$ cat src/rtl/if_pc_sequencer.sv
// Fetch-side PC sequencer: owns the fetch PC, applies ID-resolved redirects and
// hazard stalls, and fills the IF/ID pipeline register with fetch statistics.
module if_pc_sequencer #(
    parameter logic [31:0] RESET_PC   = 32'h0000_0000,
    parameter int          DELAY_SLOT = 0,
    parameter logic [31:0] NOP        = 32'h0000_0000
) (
    input  logic        clk,
    input  logic        rst,
    output logic [31:0] out_pc,
    input  logic [31:0] instruction,
    input  logic        stall,
    input  logic        and_z_b,
    input  logic [31:0] branch_adder,
    input  logic [1:0]  Jmp,
    input  logic [25:0] jmp_addr,
    input  logic [31:0] address_on_reg,
    output logic [31:0] ifid_instruction,
    output logic [31:0] ifid_pc4,
    output logic        ifid_valid,
    output logic        misalign_err,
    output logic [31:0] fetch_count,
    output logic [31:0] stall_count,
    output logic [31:0] flush_count
);

    localparam int CNT_FETCH = 0;
    localparam int CNT_STALL = 1;
    localparam int CNT_FLUSH = 2;
    localparam int NUM_CNT   = 3;

    logic [31:0] pc_reg, pc_next;
    logic [31:0] ins_reg, ins_next;
    logic [31:0] pc4_reg, pc4_next;
    logic        valid_reg, valid_next;
    logic        err_reg, err_next;

    logic [31:0] pc4;
    logic [31:0] target_raw;
    logic        redirect;
    logic [NUM_CNT-1:0] cnt_inc;
    logic [31:0] cnt_val [NUM_CNT];

    // Redirect decode; the ID-stage instruction only counts if it is valid.
    always_comb begin
        pc4        = pc_reg + 32'd4;
        target_raw = branch_adder;
        redirect   = 1'b0;
        case (Jmp)
            2'b10: begin
                target_raw = address_on_reg;
                redirect   = valid_reg;
            end
            2'b01: begin
                target_raw = {pc4_reg[31:28], jmp_addr, 2'b00};
                redirect   = valid_reg;
            end
            default: begin
                target_raw = branch_adder;
                redirect   = valid_reg & and_z_b;
            end
        endcase
    end

    always_comb begin
        pc_next    = pc_reg;
        ins_next   = ins_reg;
        pc4_next   = pc4_reg;
        valid_next = valid_reg;
        err_next   = err_reg;
        cnt_inc    = '0;
        if (stall) begin
            cnt_inc[CNT_STALL] = 1'b1;
        end else if (redirect) begin
            pc_next            = {target_raw[31:2], 2'b00};
            err_next           = err_reg | (target_raw[1:0] != 2'b00);
            pc4_next           = pc4;
            cnt_inc[CNT_FLUSH] = 1'b1;
            if (DELAY_SLOT != 0) begin
                ins_next           = instruction;
                valid_next         = 1'b1;
                cnt_inc[CNT_FETCH] = 1'b1;
            end else begin
                ins_next   = NOP;
                valid_next = 1'b0;
            end
        end else begin
            pc_next            = pc4;
            ins_next           = instruction;
            pc4_next           = pc4;
            valid_next         = 1'b1;
            cnt_inc[CNT_FETCH] = 1'b1;
        end
    end

    always_ff @(posedge clk) begin
        if (rst) begin
            pc_reg    <= RESET_PC;
            ins_reg   <= NOP;
            pc4_reg   <= 32'd0;
            valid_reg <= 1'b0;
            err_reg   <= 1'b0;
        end else begin
            pc_reg    <= pc_next;
            ins_reg   <= ins_next;
            pc4_reg   <= pc4_next;
            valid_reg <= valid_next;
            err_reg   <= err_next;
        end
    end

    // Statistics counters wrap silently at 2^32.
    generate
        for (genvar gi = 0; gi < NUM_CNT; gi++) begin : g_cnt
            logic [31:0] cnt_reg;
            always_ff @(posedge clk) begin
                if (rst) begin
                    cnt_reg <= 32'd0;
                end else if (cnt_inc[gi]) begin
                    cnt_reg <= cnt_reg + 32'd1;
                end
            end
            assign cnt_val[gi] = cnt_reg;
        end
    endgenerate

    assign out_pc           = pc_reg;
    assign ifid_instruction = ins_reg;
    assign ifid_pc4         = pc4_reg;
    assign ifid_valid       = valid_reg;
    assign misalign_err     = err_reg;
    assign fetch_count      = cnt_val[CNT_FETCH];
    assign stall_count      = cnt_val[CNT_STALL];
    assign flush_count      = cnt_val[CNT_FLUSH];

endmodule

$ cat config.mk
export PLATFORM = sky130hd
export DESIGN_NAME = if_pc_sequencer
export DESIGN_NICKNAME = d
export VERILOG_FILES = /design/src/rtl/if_pc_sequencer.sv
export SDC_FILE = /design/constraint.sdc
export NUM_CORES = 1
export LEC_CHECK = 0
export CORE_ASPECT_RATIO = 1.25
export CORE_UTILIZATION = 42
export DETAILED_ROUTE_END_ITERATION = 10
export PLACE_DENSITY_LB_ADDON = 0.08
export SLEW_MARGIN = 25
export SYNTH_ARGS = -nofsm -noshare
export SYNTH_HDL_FRONTEND = slang
export SYNTH_SLANG_ARGS = --single-unit
$ cat constraint.sdc
create_clock -name clk -period 2.44 [get_ports clk]
set_input_delay 0.488 -clock clk [delete_from_list [all_inputs] [get_ports clk]]
set_output_delay 0.488 -clock clk [all_outputs]
set_load 0.005 [all_outputs]
==> results of run 1 <==
-- cells by family after synthesis --
kind of cell    share of synthesized area, %
compound gates                          17.3
xor+xnor                                8.63
mux                                    0.747
fa+ha+maj                              0.787
flops                                   39.9
other cells                           0.0393
simple gates                            27.3
buf+inv                                 5.36
-- worst reg2reg max path, stage by stage, from the launching register on --
cell,delay (ns)
dfxtp_1,0.43
ha_1,0.28
and3_1,0.21
nand3_1,0.31
nor4_2,0.48
nor3_1,0.08
a2111oi_1,0.32
-- power by group --
group	switching (W)	total [W]	leakage, nW	internal (W)
clock network	0.00135	0.00272	0.282	0.00137
registers	0.0000872	0.00328	1.54	0.00319
logic	0.000476	0.00106	3.02	0.000588
total	0.00191	0.00707	4.85	0.00515
-- final cells by class --
| class | count | area, um^2 | share of cell area, % |
|---|---|---|---|
| inverter | 33 | 125 | 0.893 |
| timing repair buffer | 398 | 3890 | 27.8 |
| multi-input combinational | 852 | 5250 | 37.4 |
| clock inverter | 13 | 149 | 1.06 |
| clock buffer | 19 | 433 | 3.09 |
| sequential | 190 | 3800 | 27.1 |
| tap | 283 | 354 | 2.53 |
| antenna | 3 | 7.51 | 0.0536 |
-- metal layers --
| metal | share of wire, % | routed length (um) | track usage, % | vias to the layer above |
|---|---|---|---|---|
| li1 | - | - | - | 4843 |
| met1 | 42 | 12900 | 31.3 | 4618 |
| met2 | 48 | 14600 | 42.1 | 314 |
| met3 | 7.0 | 2120 | 6.79 | 44 |
| met4 | 2.5 | 750 | 10.3 | 0 |
| met5 | 0 | 0 | 0 | - |
-- worst paths after layout --
path	from	end	slack [ns]	cells after the start
worst max register to register	out_pc[2]	out_pc[26]	0.23	6
worst max-delay path	Jmp[0]	flush_count[30]	0.13	9
worst min register to register	ifid_instruction[20]	ifid_instruction[20]	0.46	2
worst min-delay path	stall	out_pc[2]	0.45	3
-- stage by stage --
| stage | cells | power [W] | worst slack [ns] |
|---|---|---|---|
| finish | 1791 | 0.00707 | 0.125 |
| global route | 1790 | 0.00737 | -0.00319 |
| CTS | 1788 | 0.00714 | 0.132 |
| detailed placement | 1756 | 0.00441 | -0.336 |
| global placement | 1756 | 0.00441 | -0.281 |
| floorplan | 1169 | 0.00377 | 0.102 |
-- Yosys cell counts, drive strengths merged, types with 22 or more instances --
cell type / count / area share (%)
inv: 33 / 1.3
nand4: 38 / 2.7
nor4: 32 / 3.1
a211oi: 25 / 2.1
nand3: 71 / 3.8
buf: 23 / 1.3
dfxtp: 190 / 40
nand2: 98 / 3.9
xnor2: 60 / 5.5
xor2: 34 / 3.1
nor2: 118 / 4.6
clkbuf: 71 / 2.8
or3: 23 / 1.5
nor3: 30 / 1.7
and4: 22 / 2.0
o21ai: 56 / 2.9
a21oi: 87 / 4.6
-- timing repair --
item	4_1_cts	5_1_grt
buffers inserted	0	0
endpoints found under the setup margin	0	2
gates resized for setup	0	1
-- cells in the final DEF (no fill, tap or decap), drive strengths merged, types with 3 or more instances in the layout --
cell	n
nand2	98
inv	38
clkbuf	19
nor2	118
xor2	34
or3	23
nor3b	3
ha	6
o21ai	56
a22oi	11
a21oi	87
clkdlybuf4s50	315
and2	10
clkinv	8
a2111oi	4
buf	83
or4	5
a221oi	10
diode	3
a31oi	4
nor4	32
and4	22
a211oi	25
a21o	10
o31ai	4
mux2i	6
conb	4
xnor2	60
nand3	71
a32o	4
dfxtp	190
and3	18
o211ai	8
nor3	30
a221o	15
nand2b	3
or2	3
nand4	38
nand3b	8
-- flip-flops by register name, summed over array words and instances, names as in the netlist --
register and flops:
stall_count 32, ifid_valid 1, fetch_count 32, ifid_pc4 30, flush_count 32, out_pc 30, ifid_instruction 32, misalign_err 1
==> flow_summary.yaml, run 1 <==
critical_path:
  critPathSlowestCell: "clkdlybuf4s50_1"
  crit_path_max_incr_delay_ns: 0.47
  critPathLaunchType: "input pin"
  worst-path-max-fanout: 13
  critical_path.top_delay_family: "simple AND/OR/NAND/NOR gates"
  number_of_buffers_and_inverters_on_the_critical_path: 3
  critPathKind: "input pin to register"
  setup.worst_path.end_class: "register"
  arrival_ns: 2.68
  cpMostUsedCell: "or3_1"
  worstPathCellList: "clkdlybuf4s50_1, inv_1, ha_1, nand2b_1, buf_12, nand4_1, or3_1, or3_1, a21oi_1"
  worst-endpoint-required_ns: 2.80
synthesis:
  synth-edff-count: 0
  ys_seq_area_share_pct: 39.9
  yosys_register_bits: 190
  syn_area_um2: 9540
  synth_ff_type: "dfxtp_1"
  synthDistinctLibCells: 71
  syn-instance-count: 1166
  async_flop_share_pct: 0
  yosys_warnings: 0
  synth_area_per_cell_um2: 8.18
placed_design:
  place.detailed.hpwl_um: 22000
  placedInstanceArea_um2: 13400
  finalWeightedCongestion: 0.880
  io_buffer_count: 317
layout:
  utilization_pct: 62.9
  layout-area-overhead-vs-synth_pct: 46.8
  nets: 1626
  finalInstanceArea_um2: 14000
  fillerInstances: 2006
  drive_gt1_share_pct: 9.44
power_and_ir_drop:
  worst_voltage_drop_across_the_vdd_grid_v: 0.000491
  static_leakage_power_nw: 4.85
  powerDensity_nw_per_um2: 504
routing:
  avgViaCountPerCell: 5.48
  route.final.wire_length_um: 30400
  wl_per_cell_um: 17.0
  drt_first_iter_violations: 616
  ant_nets: 0
  drt_pass1_iterations: 4
  total_drc_errors_in_the_routed_layout: 0
  vias: 9819
worst_hold_path:
  hold_path_class: "input pin to register"
sta:
  timing.max_slew.rel_slack_pct: 55.0
  maxClockFrequency_ghz: 0.432
  timing.setup.tns_ns: 0
  worst_pin_slew_ns: 0.675
  finalMaxSlewViolations: 0
  finalWorstPathRequiredPeriod_ns: 2.31
  final.setup_skew_ns: 0.0158
  rsz_0062_raised_after_global_routing: "yes"
  hold_violations: 0
  post-route-period-util_pct: 94.9
  finalHoldWorstSlack_ns: 0.455
  setup_viol: 0
cts:
  clockBufferDepth: 2
  clock_tree_from_tritoncts: "built"
  cts_inserted_buffers: 17
  clk_pin_slew_worst_paths_ns: 0.08
  htree_levels: 4
  clock_latency_ns: 0.43
  clkSinkCount: 190
  clock_root_buffer_master: "clkbuf_16"
  holdBufCountCts: 0
floorplanning:
  dieHeight_um: 171
  floorplan.io_pins: 322
  core_region_area_um2: 22300
  die-area_um2: 23300
  row_count: 61
  chipWidth_um: 137
  initial_core_util_pct: 42.8
run_status:
  run_status: "complete, no violations"
global_routing:
  grt_antenna_before_repair: 2
  largest_net_degree_at_the_start_of_global_routing: 102
  grt_pass1_vias: 9061
  total_track_usage_pct: 25.5
  wire_length_of_the_first_global_routing_pass_um: 47100
  grt_overflow: 0
run:
  maxCapViolCount: 0
(Power assumes the default switching activity.)
==> inputs of run 2 (changes only) <==
--- a/config.mk
+++ b/config.mk
@@ -9,7 +9,7 @@
 export CORE_UTILIZATION = 42
 export DETAILED_ROUTE_END_ITERATION = 10
 export PLACE_DENSITY_LB_ADDON = 0.08
-export SLEW_MARGIN = 25
+export SLEW_MARGIN = 10
 export SYNTH_ARGS = -nofsm -noshare
 export SYNTH_HDL_FRONTEND = slang
 export SYNTH_SLANG_ARGS = --single-unit
==> results of run 2 <==
Same layout as run 1: the final DEF is identical, and so are final timing and power.
